--- config.mk ---
export PLATFORM = sky130hd
export DESIGN_NAME = rotary_decoder
export DESIGN_NICKNAME = d
export VERILOG_FILES = /design/src/rtl/rotary_decoder.sv
export SDC_FILE = /design/constraint.sdc
export NUM_CORES = 1
export LEC_CHECK = 0
export BUFFER_PORTS_ARGS = -buffer_cell sky130_fd_sc_hd__buf_2
export CAP_MARGIN = 20
export CORE_ASPECT_RATIO = 0.75
export CORE_UTILIZATION = 45
export CTS_CLUSTER_DIAMETER = 100
export CTS_CLUSTER_SIZE = 8
export DETAILED_ROUTE_END_ITERATION = 10
export SYNTH_ARGS = -nofsm -noshare
export SYNTH_HDL_FRONTEND = slang
export SYNTH_SLANG_ARGS = --single-unit
--- constraint.sdc ---
create_clock -name clk -period 5.75 [get_ports clk]
set_input_delay 0.575 -clock clk [delete_from_list [all_inputs] [get_ports clk]]
set_output_delay 0.575 -clock clk [all_outputs]
set_load 0.005 [all_outputs]
--- src/rtl/rotary_decoder.sv ---
// Quadrature rotary decoder: 2-flop sync, per-phase debounce, detent step/direction/position, glitch flag.
// Latency: input edge -> filtered phase DEBOUNCE+2 edges -> step_pulse/position DEBOUNCE+3 edges; no backpressure.
module rotary_decoder #(
  parameter int WIDTH    = 8,
  parameter int DEBOUNCE = 4,
  parameter bit SATURATE = 1'b0
) (
  input  logic             clk,
  input  logic             rst_n,
  input  logic             ROT_A,
  input  logic             ROT_B,
  input  logic             clear,
  output logic             rotation_event,
  output logic             step_pulse,
  output logic             direction,
  output logic [WIDTH-1:0] position,
  output logic             glitch
);

  localparam logic [7:0]       DB_LAST = 8'(DEBOUNCE - 1);
  localparam logic [WIDTH-1:0] POS_ONE = {{(WIDTH-1){1'b0}}, 1'b1};
  localparam logic [WIDTH-1:0] POS_MAX = '1;

  // Bit 0 carries phase A, bit 1 carries phase B.
  logic [1:0]      s1_q, s1_d;
  logic [1:0]      s2_q, s2_d;
  logic [1:0]      filt_q, filt_d;
  logic [1:0]      filt_prev_q, filt_prev_d;
  logic [1:0][7:0] cnt_q, cnt_d;
  logic            rot_q, rot_d;
  logic            step_q, step_d;
  logic            dir_q, dir_d;
  logic            glitch_q, glitch_d;
  logic [WIDTH-1:0] pos_q, pos_d;
  logic [1:0]      chg;

  always_comb begin
    s1_d        = {ROT_B, ROT_A};
    s2_d        = s1_q;
    filt_d      = filt_q;
    filt_prev_d = filt_q;
    cnt_d       = '0;
    for (int i = 0; i < 2; i++) begin
      if (s2_q[i] != filt_q[i]) begin
        if (cnt_q[i] == DB_LAST) begin
          filt_d[i] = s2_q[i];
        end else begin
          cnt_d[i] = cnt_q[i] + 8'd1;
        end
      end
    end
  end

  // A detent is the rising edge of rotation_event produced by exactly one phase moving.
  always_comb begin
    chg      = filt_q ^ filt_prev_q;
    step_d   = (filt_q == 2'b11) && !rot_q && (chg[0] ^ chg[1]);
    glitch_d = &chg;
    if (filt_q == 2'b11) begin
      rot_d = 1'b1;
    end else if (filt_q == 2'b00) begin
      rot_d = 1'b0;
    end else begin
      rot_d = rot_q;
    end
    dir_d = step_d ? filt_prev_q[0] : dir_q;
    pos_d = pos_q;
    if (clear) begin
      pos_d = '0;
    end else if (step_d) begin
      if (dir_d) begin
        if (!(SATURATE && (pos_q == POS_MAX))) pos_d = pos_q + POS_ONE;
      end else begin
        if (!(SATURATE && (pos_q == '0))) pos_d = pos_q - POS_ONE;
      end
    end
  end

  always_ff @(posedge clk) begin
    if (!rst_n) begin
      s1_q        <= '0;
      s2_q        <= '0;
      filt_q      <= '0;
      filt_prev_q <= '0;
      cnt_q       <= '0;
      rot_q       <= 1'b0;
      step_q      <= 1'b0;
      dir_q       <= 1'b0;
      glitch_q    <= 1'b0;
      pos_q       <= '0;
    end else begin
      s1_q        <= s1_d;
      s2_q        <= s2_d;
      filt_q      <= filt_d;
      filt_prev_q <= filt_prev_d;
      cnt_q       <= cnt_d;
      rot_q       <= rot_d;
      step_q      <= step_d;
      dir_q       <= dir_d;
      glitch_q    <= glitch_d;
      pos_q       <= pos_d;
    end
  end

  assign rotation_event = rot_q;
  assign step_pulse     = step_q;
  assign direction      = dir_q;
  assign position       = pos_q;
  assign glitch         = glitch_q;

endmodule

==> impl_results.md <==
* Status: finished clean
* Count leader, synth: dfxtp_1
* Clock sinks at 36
* Post-Syn Instances at 178
* Initial Utilization at 48.5%
* #FFs+latches synth at 36
* Number of global-route vias before repair at 1085
* Top cells by count, synth: dfxtp_1 (36), nor2_1 (31), nand3_1 (15), xor2_1 (15)
* Dpl ws at 2.85 ns
* Hold Fails Final Rpt at 0
* Post-synthesis cell type count at 34
* Synth top area share at 44.0%
* Max Freq at 341 MHz
* Final Critical Period at 2.93 ns
* Metal2 WL at 1240 um
* Reg clk slew, reported paths at 0.07 ns
* Max-Cap Viols at 0
* Fin nets at 205
* Top_reg_cell synth: dfxtp_1
* Root Driver: clkbuf_8
* RSZ-0062 raised after global routing: no
* Worst-path maximum fanout at 14
* Yosys top cell by area: dfxtp_1
* Post-DP HPWL at 2200 um
* Slew headroom at 58.4%
* EDFF count, synth at 0
* CTS tree: yes
* Max H-tree Level at 2
* Die area at 3890 um^2
* Share of cells above drive strength 1 at 13.8%
* Final period utilization at 51.0%
* Final wirelength at 3140 um
* Wire length on met3 at 126 um
* Worst-skew pair later-pin latency at 0.29 ns
* Diode count at 0
* Top-Level Pins at 17
* Worst-Margin Slew at 0.618 ns
* # port buffers at 16
* Skew final at 0.00312 ns
* Top sig layer: met4
* Routability-driven placement congestion ratio at 0.778
* Crit end category: flip-flop
* Clock buffer depth at 2
* Mapped cell area at 1640 um^2
* Critical path launch point type: flip-flop
* PD cells at 245 nW/um^2
* GRT Total Usage at 18.0%
* Worst hold path class: reg -> reg
* Critical setup path kind: reg -> reg
* Setup ws final at 2.82 ns
* DRT iter0 DRCs at 53
* Syn_nets at 188
* Pin count of the biggest net entering global routing at 15
* Met1 WL at 1700 um
* CTS resizes at 0
* Hold WS at 0.438 ns
* Synth top area cells: dfxtp_1 (44%), xor2_1 (8.0%), nor2_1 (7.1%)
* Die width at 71.7 um
* Via-to-Cell Ratio at 5.27
* Mean Syn Cell Area at 9.21 um^2
* DRC at 0
* Antenna-violating nets left at 0
* Core area at 3380 um^2
* Leak at 0.797 nW
* Multi-input logic area at 858 um^2
* Gr ovfl total at 0
* CP Data Arrival Time at 3.10 ns
* Power consumption at 0.444 mW
* Cell Rows at 18
* Area grow syn2layout at 10.5%
* Sequential-to-total area share from yosys stat at 44.0%
* Die Height at 54.3 um
* VDD IR-drop max at 0.117 mV
* # Post-CTS Setup Buffers at 0
* Initial antenna violation count at 0
* Fin Setup TNS at 0 ns
* Total number of vias at 1244
* Worst path required time at 5.92 ns
* CTS Hold Buffers Added at 0
* Yosys warning count at 0
* TritonRoute pass-1 iters at 4
* First-pass GRT wire length at 5090 um
* Setup violations, final at 0
* Register area at 721 um^2
* Final slew viol count at 0
* Routed len/inst at 13.3 um
* Fill cells at 318
* Total CTS buffers at 5
* Synth async-reset ratio at 0%
-- flip-flops by register name, indices dropped and copies added, names as in the netlist --
signal,count
step_pulse,1
direction,1
cnt_q,16
filt_prev_d,2
filt_prev_q,2
rotation_event,1
s1_q,2
s2_q,2
glitch,1
position,8
-- stage by stage --
step	utilization [%]	area [um^2]	cells
after floorplan	-	1640	178
after global placement	50.9	1720	228
after detailed placement	50.9	1720	228
after CTS	53.6	1810	236
after global routing	53.6	1810	236
final	53.6	1810	236
-- power by group --
group	switching, mW	internal, mW	total [mW]	leakage, nW
Combinational	0.00478	0.00252	0.00730	0.460
Clock	0.0870	0.0977	0.185	0.0455
Sequential	0.000886	0.251	0.252	0.291
Total	0.0927	0.351	0.444	0.797
-- layer usage --
metal | global-route usage [%] | vias up
li1 | - | 642
met1 | 25.6 | 573
met2 | 24.7 | 21
met3 | 4.97 | 8
met4 | 9.80 | 0
met5 | 0 | -
-- cell usage in the layout, fill, tap and decap left out --
master     instances
and2_1             8
nand2b_1           3
a21oi_1            7
buf_2             16
inv_2              1
o22ai_1            1
o32a_1             1
a2111oi_4          1
or3_1              3
nand4_1            4
clkbuf_1           2
clkbuf_8           6
nor3_2             1
or2_1              1
xnor2_1            6
inv_1              2
nor3_1             4
and4b_4            1
nor4b_1            2
nor4_1             1
dfxtp_1           36
xor2_1            15
and4_1             1
ha_1               5
and3_1             4
nand2_1            8
o2bb2ai_1          1
or4_1              1
nand3_1           15
nand3b_4           1
mux2i_1            4
nor2_1            31
o21ai_0            3
-- worst max-delay path, stage by stage (launching register included) --
cell and delay, ns:
dfxtp_1 0.59, xor2_1 0.13, ha_1 0.36, nand3b_4 0.20, a21oi_1 0.40, xor2_1 0.20, ha_1 0.24, nand4_1 0.12
or2_1 0.23, a21oi_1 0.16, xnor2_1 0.13, nor2_1 0.05
-- path summary, 6_finish.rpt --
path,from,endpoint,slack (ns),depth (start not counted)
max,filt_prev_q[0]$_SDFF_PN0_,position[6]$_SDFFE_PP0P_,2.82,11
min,s1_q[1]$_SDFF_PN0_,s2_q[1]$_SDFF_PN0_,0.44,1
max reg2reg,filt_prev_q[0]$_SDFF_PN0_,position[6]$_SDFFE_PP0P_,2.82,11
min reg2reg,s1_q[1]$_SDFF_PN0_,s2_q[1]$_SDFF_PN0_,0.44,1
-- logic make-up after synthesis --
group                      Yosys count  synth area share (%)
buffers and inverters                9                  3.66
DFF                                 36                  44.0
muxes                                4                  2.44
xor gates and xnor gates            21                  11.2
adders and majority gates            5                  3.82
AOI/OAI and AO/OA                   14                  6.26
and+or+nand+nor                     89                  28.6
-- final cells by class --
type                    instances  share of cell area, %
repair buffers                 16                   4.42
multi-input cells             133                   47.4
flip-flops and latches         36                   39.8
clock buffers                   8                   4.98
inverters                       3                  0.622
well taps                      40                   2.76
No activity file was read; power rests on OpenSTA's default activity.
